**config.mk**
```make
export PLATFORM = sky130hd
export DESIGN_NAME = pe_conf_seq
export DESIGN_NICKNAME = d
export VERILOG_FILES = /design/src/rtl/pe_conf_seq_pkg.sv /design/src/rtl/pe_conf_seq_mem.sv /design/src/rtl/pe_conf_seq.sv
export SDC_FILE = /design/constraint.sdc
export NUM_CORES = 1
export LEC_CHECK = 0
export ABC_AREA = 0
export CORE_MARGIN = 5
export CORE_UTILIZATION = 53
export CTS_CLUSTER_SIZE = 40
export DETAILED_ROUTE_END_ITERATION = 8
export GPL_TIMING_DRIVEN = 0
export PLACE_DENSITY_LB_ADDON = 0.05
export SYNTH_ARGS = -nofsm -noshare
export SYNTH_HDL_FRONTEND = slang
export SYNTH_SLANG_ARGS = --single-unit
export TNS_END_PERCENT = 1
```
**constraint.sdc**
```tcl
create_clock -name clk -period 2.5 [get_ports clk]
set_input_delay 0.75 -clock clk [delete_from_list [all_inputs] [get_ports clk]]
set_output_delay 0.75 -clock clk [all_outputs]
set_load 0.01 [all_outputs]
```
**src/rtl/pe_conf_seq_pkg.sv**
```systemverilog
// Shared definitions for the per-PE context sequencer: FSM states and
// default geometry of the context store.
package pe_conf_seq_pkg;

  typedef enum logic [1:0] {
    ST_IDLE = 2'd0,
    ST_RUN  = 2'd1,
    ST_DONE = 2'd2
  } state_t;

  localparam int CONF_WIDTH_DEF = 8;
  localparam int DEPTH_DEF      = 16;
  localparam int ADDR_WIDTH_DEF = 4;
  localparam int ITER_WIDTH     = 8;

endpackage

```
**src/rtl/pe_conf_seq_mem.sv**
```systemverilog
// Context word store: one synchronous write port, one combinational read
// port. Contents are deliberately not reset so a loaded program survives rst.
module conf_mem
  import pe_conf_seq_pkg::*;
#(
  parameter int CONF_WIDTH = CONF_WIDTH_DEF,
  parameter int DEPTH      = DEPTH_DEF,
  parameter int ADDR_WIDTH = ADDR_WIDTH_DEF
) (
  input  logic                  clk,
  input  logic                  we,
  input  logic [ADDR_WIDTH-1:0] waddr,
  input  logic [CONF_WIDTH-1:0] wdata,
  input  logic [ADDR_WIDTH-1:0] raddr,
  output logic [CONF_WIDTH-1:0] rdata
);

  logic [CONF_WIDTH-1:0] mem [DEPTH];

  // Write port: one word per enabled edge
  always_ff @(posedge clk) begin
    if (we) mem[waddr] <= wdata;
  end

  assign rdata = mem[raddr];

endmodule

```
**src/rtl/pe_conf_seq.sv**
```systemverilog
// Per-PE context sequencer: replays slots 0..last_addr of the context store
// for a captured number of iterations, driving the PE conf/en inputs and
// honouring stall and an early-exit request from the PE.
module pe_conf_seq
  import pe_conf_seq_pkg::*;
#(
  parameter int CONF_WIDTH = CONF_WIDTH_DEF,
  parameter int DEPTH      = DEPTH_DEF,
  parameter int ADDR_WIDTH = ADDR_WIDTH_DEF
) (
  input  logic                  clk,
  input  logic                  rst,
  input  logic                  load_valid,
  input  logic [ADDR_WIDTH-1:0] load_addr,
  input  logic [CONF_WIDTH-1:0] load_data,
  input  logic                  start,
  input  logic [ADDR_WIDTH-1:0] last_addr,
  input  logic [ITER_WIDTH-1:0] iter,
  input  logic                  stall,
  input  logic                  branch_in,
  output logic [CONF_WIDTH-1:0] conf,
  output logic                  en,
  output logic [ADDR_WIDTH-1:0] pc,
  output logic                  busy,
  output logic                  done
);

  state_t                state;
  logic [ADDR_WIDTH-1:0] last_q;
  logic [ITER_WIDTH-1:0] rem;
  logic                  mem_we;
  logic [ADDR_WIDTH-1:0] rd_addr;
  logic [CONF_WIDTH-1:0] mem_rdata;
  logic [CONF_WIDTH-1:0] rd_word;

  // The store is only writable while idle, so a running program is immutable
  assign mem_we = load_valid && (state == ST_IDLE);

  // Next slot to present: pc+1 inside a pass, otherwise slot 0 (launch or wrap)
  always_comb begin
    rd_addr = '0;
    if ((state == ST_RUN) && (pc != last_q)) rd_addr = pc + 1'b1;
  end

  // Write-first bypass so a same-edge load of slot 0 is the first word issued
  always_comb begin
    rd_word = mem_rdata;
    if (mem_we && (load_addr == rd_addr)) rd_word = load_data;
  end

  conf_mem #(
    .CONF_WIDTH (CONF_WIDTH),
    .DEPTH      (DEPTH),
    .ADDR_WIDTH (ADDR_WIDTH)
  ) u_conf_mem (
    .clk   (clk),
    .we    (mem_we),
    .waddr (load_addr),
    .wdata (load_data),
    .raddr (rd_addr),
    .rdata (mem_rdata)
  );

  // Sequencer FSM with registered outputs; rem counts iterations including the current one
  always_ff @(posedge clk or posedge rst) begin
    if (rst) begin
      state  <= ST_IDLE;
      conf   <= '0;
      en     <= 1'b0;
      pc     <= '0;
      busy   <= 1'b0;
      done   <= 1'b0;
      last_q <= '0;
      rem    <= '0;
    end else begin
      unique case (state)
        ST_IDLE: begin
          conf <= '0;
          en   <= 1'b0;
          pc   <= '0;
          busy <= 1'b0;
          done <= 1'b0;
          if (start) begin
            busy <= 1'b1;
            if (iter != '0) begin
              state  <= ST_RUN;
              last_q <= last_addr;
              rem    <= iter;
              conf   <= rd_word;
              en     <= 1'b1;
            end else begin
              state <= ST_DONE;
              done  <= 1'b1;
            end
          end
        end

        ST_RUN: begin
          if (stall) begin
            // Hold slot and iteration count, just gate the PE
            en <= 1'b0;
          end else if (branch_in || ((pc == last_q) && (rem <= ITER_WIDTH'(1)))) begin
            state <= ST_DONE;
            conf  <= '0;
            en    <= 1'b0;
            pc    <= '0;
            done  <= 1'b1;
            rem   <= '0;
          end else begin
            conf <= rd_word;
            en   <= 1'b1;
            if (pc != last_q) begin
              pc <= pc + 1'b1;
            end else begin
              pc  <= '0;
              rem <= rem - 1'b1;
            end
          end
        end

        ST_DONE: begin
          state <= ST_IDLE;
          conf  <= '0;
          en    <= 1'b0;
          pc    <= '0;
          busy  <= 1'b0;
          done  <= 1'b0;
        end

        default: begin
          state <= ST_IDLE;
          conf  <= '0;
          en    <= 1'b0;
          pc    <= '0;
          busy  <= 1'b0;
          done  <= 1'b0;
        end
      endcase
    end
  end

endmodule

```
## Yosys cells after proc, flatten, opt, wreduce, memory -nomap -nowiden

Memories as Yosys holds them, arrays and structs flattened.
Index checks and enable logic that the tools add are counted.

| cells by class | value |
|---|---|
| add/subtract/negate cells | 2 |
| multipliers | 0 |
| div/mod/pow operators | 0 |
| $lt $le $gt $ge | 1 |
| equality and inequality tests | 9 |
| shifts and indexed selects | 0 |
| mux-type cells | 36 |
| bitwise operators | 0 |
| reductions and logical operators | 12 |

Operators with widths:

| cell | number |
|---|---|
| $mux W8 | 10 |
| $pmux W8 S2 | 2 |
| $mux W4 | 5 |
| $mux W1 | 11 |
| $eq A4 B4 Y1 | 2 |
| $le A8 B1 Y1 const B | 1 |
| $mux W2 | 4 |
| $reduce_bool A8 Y1 | 1 |
| $sub A8 B1 Y8 const B | 1 |
| $pmux W1 S2 | 3 |
| $reduce_and A3 Y1 | 2 |
| $reduce_and A5 Y1 | 1 |
| $add A4 B1 Y4 const B | 1 |
| $logic_and A1 B1 Y1 | 4 |
| $ne A2 B1 Y1 const B | 2 |
| $ne A2 B2 Y1 const B | 2 |
| $ne A4 B4 Y1 | 1 |
| $pmux W2 S2 | 1 |
| $ne A3 B3 Y1 const B | 1 |
| $eq A2 B1 Y1 const B | 1 |
| $logic_not A2 Y1 | 1 |
| $reduce_and A2 Y1 | 1 |
| $reduce_bool A2 Y1 | 1 |
| $logic_or A1 B1 Y1 | 1 |

| word-level totals | value |
|---|---|
| register bits after elaboration | 29 |
| bits in latches | 0 |
| bits in writable memories | 128 |
| ROM bits | 0 |
| bits of input ports | 30 |
| output and inout bits | 15 |
| word-level logic and storage cells | 69 |
| memories | 1 |

Memory list:

| name | words | width | rd ports | clocked after Yosys merged registers in | write ports | line | RTL |
|---|---|---|---|---|---|---|---|
| u_conf_mem.mem | 16 | 8 | 1 | 0 | 1 | pe_conf_seq_mem.sv:18 | `logic [CONF_WIDTH-1:0] mem [DEPTH];` |

## Logic depth before layout (Yosys ltp)

| logic depth | value |
|---|---|
| word-level depth | 9 |
| depth in mapped cells | 10 |
| gate-level depth less buffers | 7 |

## Cells and area by module

A second synthesis with hierarchy kept.

| unflattened totals | value |
|---|---|
| cell total of the unflattened synthesis | 405 |
| area total of the unflattened synthesis | 6646.4 sq um |

Modules (own cells, without submodules):

| module | instances | cells an instance | area an instance (sq um) | seq. area each (sq um) |
|---|---|---|---|---|
| conf_mem | 1 | 221 | 4987.3 | 3843.7 |
| pe_conf_seq | 1 | 184 | 1659.1 | 725.7 |

## Least setup slack after synthesis

Ideal clock, no wire load.

| path | value |
|---|---|
| path kind | reg-to-reg |
| start | reg pc[1] |
| end | reg conf[0] |
| library setup time | 0.142 ns |
| data arrival time | 2.372 ns |
| slack | -0.014 ns |
| stages on the path, launching flop included | 10 |
| path buffers | 3 |
| cells stage by stage | dfrtp_1 > ha_1 > clkbuf_1 > or2_2 > clkbuf_1 > clkbuf_1 > nor2_1 > a211oi_1 > nor4_1 > o221ai_1 |

| between the ends | value |
|---|---|
| longest elaborated chain between the ends | 9 |

Ends and longest elaborated chain:

| what | line | RTL |
|---|---|---|
| from (decl) | pe_conf_seq.sv:23 | `output logic [ADDR_WIDTH-1:0] pc,` |
| from (signal assigned) | pe_conf_seq.sv:113 | `pc <= pc + 1'b1;` |
| parallel branches: the longest is 8 deep, another holds $mem_v2 Z16 W8 | - |  |
| $pmux W8 S2 (*) | pe_conf_seq.sv:76 | `unique case (state)` |
| to (signal assigned) | pe_conf_seq.sv:89 | `conf <= rd_word;` |
| to (signal assigned) | pe_conf_seq.sv:110 | `conf <= rd_word;` |
| to (decl) | pe_conf_seq.sv:21 | `output logic [CONF_WIDTH-1:0] conf,` |

Every way passes the cells marked *. The select of a mux whose other input is x is not followed.
A chain may end at the register's enable or synchronous reset.

## Final worst setup path

| path | value |
|---|---|
| start | in load_valid |
| end | mem u_conf_mem.mem[12][2] (netlist bit) (enable) |

| between the ends | value |
|---|---|
| longest elaborated chain between the ends | 3 |

Ends and longest elaborated chain:

| what | line | RTL |
|---|---|---|
| from (decl) | pe_conf_seq.sv:13 | `input logic load_valid,` |
| $logic_and A1 B1 Y1 | pe_conf_seq.sv:37 | `assign mem_we = load_valid && (state == ST_IDLE);` |
| $mux W1 | pe_conf_seq_mem.sv:22 | `if (we) mem[waddr] <= wdata;` |
| $mux W1 (not written as such) | pe_conf_seq_mem.sv:22 |  |
| to (decl) | pe_conf_seq_mem.sv:18 |  |

No other way between the ends.

==> results_dict.tcl <==
set metrics [dict create \
    yosys.area_share.xor_xnor_pct 1.49 \
    overflow 0 \
    final_area_um2 8270 \
    antenna_left 0 \
    grt_pass1_vias 4379 \
    netlist_instances 518 \
    multi_input_area_um2 2150 \
    pwr-share-clk_pct 31.1 \
    async_flop_share_pct 18.5 \
    ir_drop_mv 0.665 \
    cts_buffers 17 \
    swShare_pct 32.5 \
    slowest_delay_ns 0.66 \
    num_rows 41 \
    synth_top_family_by_area "compound AO/OA/AOI/OAI gates" \
    fmax_ghz 0.395 \
    antenna_found_initial 0 \
    drt_first_pass_iters 7 \
    fin_crit_sh_pct 101 \
    fin_crit_ns 2.53 \
    seq_power_share_pct 37.5 \
    max_cap_viol_count 0 \
    cts.reportedPaths.clkPinSlew_ns 0.06 \
    grt_max_degree 30 \
    drt_iter0_markers 453 \
    die_w_um 123 \
    wl_per_cell_um 21.0 \
    area_growth_pct 21.7 \
    finalSetupTns_ns -0.228 \
    cts_sinks 157 \
    finalSetupViolCount 9 \
    leakagePower_nw 2.86 \
    violations "negative setup slack" \
    start_kind "primary input" \
    drc 0 \
    die_area_um2 15200 \
    p_sw_mw 2.80 \
    power_density_nw_per_um2 1040 \
    n_antenna_cell 0 \
    skew_ns 0.00789 \
    required_ns 2.56 \
    io_pins 45 \
    synth_compound_gate_area_share_pct 12.8 \
    start_util_pct 54.0 \
    critical_path_class "in -> reg" \
    cts_buffer_depth 2 \
    synth_fa_ha_area_share_pct 0.553 \
    grt_pass1_wl_mm 24.6 \
    p_comb_share_pct 31.4 \
    endpoint_kind "register" \
    rsz0062_at_grt "yes" \
    clk_latency_ns 0.43 \
    avgSynthCellArea_um2 13.1 \
    syn_nets 551 \
    outcome "complete, but fails checks" \
    wl_mm 16.0 \
    hp-class "reg -> reg" \
    crit_fanout 8 \
    cpMaxStageDelayCell "nor2_1" \
    synth_cell_types 52 \
    dp_hpwl_mm 10.9 \
    gp_congestion 0.965 \
    fillers 935 \
    core_area_um2 12600 \
    seq_area_um2 4570 \
    via_count 4448 \
    muxShareOfSynthArea_pct 5.53 \
    worst_slack_ns -0.0315 \
    power.internal_mw 5.81 \
    whs_ns 0.489 \
    finalHoldViolations 0 \
    ys.flop_type "edfxtp_1" \
    nets 612 \
    yosys_register_bits 157 \
    portBuffers 43 \
    postPlaceCellArea_um2 7440 \
    report.final.slew_viol_count 0 \
    ys_seq_area_share_pct 67.3 \
    vias_per_cell 5.83 \
    crit_chain "clkdlybuf4s50_1, nand2_1, or3_1, clkbuf_1, nor2_1" \
    drive_gt1_share_pct 13.9 \
    synth_edf_count 128 \
    synth-simple-area-share_pct 8.58 \
    cts_tree "done" \
    cts_hold_buf 0 \
    htree_levels 4 \
    grt_use_total_pct 22.6 \
    cts-root-buf "clkbuf_16" \
    yosys_warnings 0 \
    tightest_slew_ns 1.17 \
    cp.arrival_ns 2.59 \
    syn_area_um2 6790 \
    slew-limit-headroom_pct 22.1 \
    die_h_um 123 \
]
-- repair_timing --
action                                  4_1_cts  5_1_grt
gates resized for setup                      27       21
endpoints found under the setup margin       32       40
buffers inserted                              0        2
pin swaps                                     4        2
-- per-layer routing --
metal  up-vias  GRT usage, %  wire length (um)
met5         -             0                 0
met4         0          8.79               366
met3        28          6.54              1020
met2       157          35.1              7640
met1      2171          30.3              7010
li1       2092             -                 -
-- cells by family after synthesis --
family | Yosys count
flops | 157
compound gates | 129
simple gates | 118
buf+inv | 65
mux | 37
xor+xnor | 9
fa+ha+maj | 3
-- sequential cells by signal, indices dropped and copies added (netlist names) --
register,cells
state,2
busy,1
done,1
u_conf_mem.mem,128
pc,4
conf,8
en,1
rem,8
last_q,4
-- final timing paths --
path	end	cells past startpoint	slack [ns]	startpoint
setup / recovery	u_conf_mem.mem[12][2]	5	-0.03	load_valid
min in group asynchronous	conf[7]	2	0.93	rst
setup reg to reg	conf[7]	7	0	pc[3]
max in group asynchronous	pc[0]	2	0.78	rst
hold reg to reg	conf[6]	2	0.49	conf[6]
hold / removal	conf[6]	2	0.49	conf[6]
-- power by group through the flow --
stage | clock [mW] | combinational [mW] | sequential, mW
finish | 2.68 | 2.71 | 3.23
global route | 2.84 | 2.94 | 3.26
CTS | 2.71 | 2.60 | 3.22
detailed placement | 0 | 2.49 | 3.27
global placement | 0 | 2.43 | 3.26
floorplan | 0 | 1.67 | 3.26
-- placed cells by master (no fill, tap or decap), types with 3 or more instances in the layout --
cell type        instances
a211oi_1                17
a21oi_1                 31
a2bb2oi_1               16
a31oi_1                  5
a31oi_2                  3
buf_1                    3
buf_2                    4
bufinv_16                4
clkbuf_1                 9
clkbuf_16               17
clkbuf_2                 6
clkdlybuf4s50_1         42
clkinvlp_4               5
dfrtp_1                 27
edfxtp_1               128
inv_1                   37
mux2_2                   4
mux2i_1                 33
nand2_1                 31
nand2b_1                 3
nand4_1                 11
nor2_1                  32
nor3_1                   4
nor3b_1                  4
nor4_1                   4
nor4_2                   5
o21ai_0                 25
o21ai_1                  4
o221ai_1                 8
o22ai_1                  8
or3_1                    3
or4_1                    3
xnor2_2                  4
-- synth_stat cells, drive strengths merged, types with 8 or more instances --
cell type	instances	area, um^2
o221ai	8	70.1
a211oi	17	128
nand4	11	68.8
clkbuf	21	80.1
a31oi	8	50.1
edfxtp	128	3840
o21ai	30	154
dfrtp	29	726
nor4	9	56.3
a2bb2oi	16	140
nor2	35	131
mux2i	33	330
o22ai	8	50.1
nand2	31	116
a21oi	31	155
inv	37	139
-- through the flow --
step	std cells	power (mW)	utilization (%)	worst slack, ns
2_1_floorplan	518	4.93	-	0.0120
3_3_place_gp	733	5.69	59.2	-0.637
3_5_place_dp	733	5.75	59.2	-0.668
4_1_cts	761	8.53	64.9	-0.0598
5_1_grt	763	9.04	65.8	-0.115
6_report	763	8.62	65.8	-0.0315
-- critical path, delay by kind of cell --
family | cells | cell delay, ns
and+or+nand+nor | 3 | 1.04
buffers and inverters | 2 | 0.79
-- cell type report --
cell class | instances | area share, %
plain buffers | 25 | 1.54
clock buffers | 17 | 5.15
clock inverters | 14 | 2.35
inverters | 37 | 1.68
multi-input cells | 296 | 26.0
flip-flops and latches | 157 | 55.3
well taps | 172 | 2.60
repair buffers | 45 | 5.42
(Power assumes the default switching activity.)
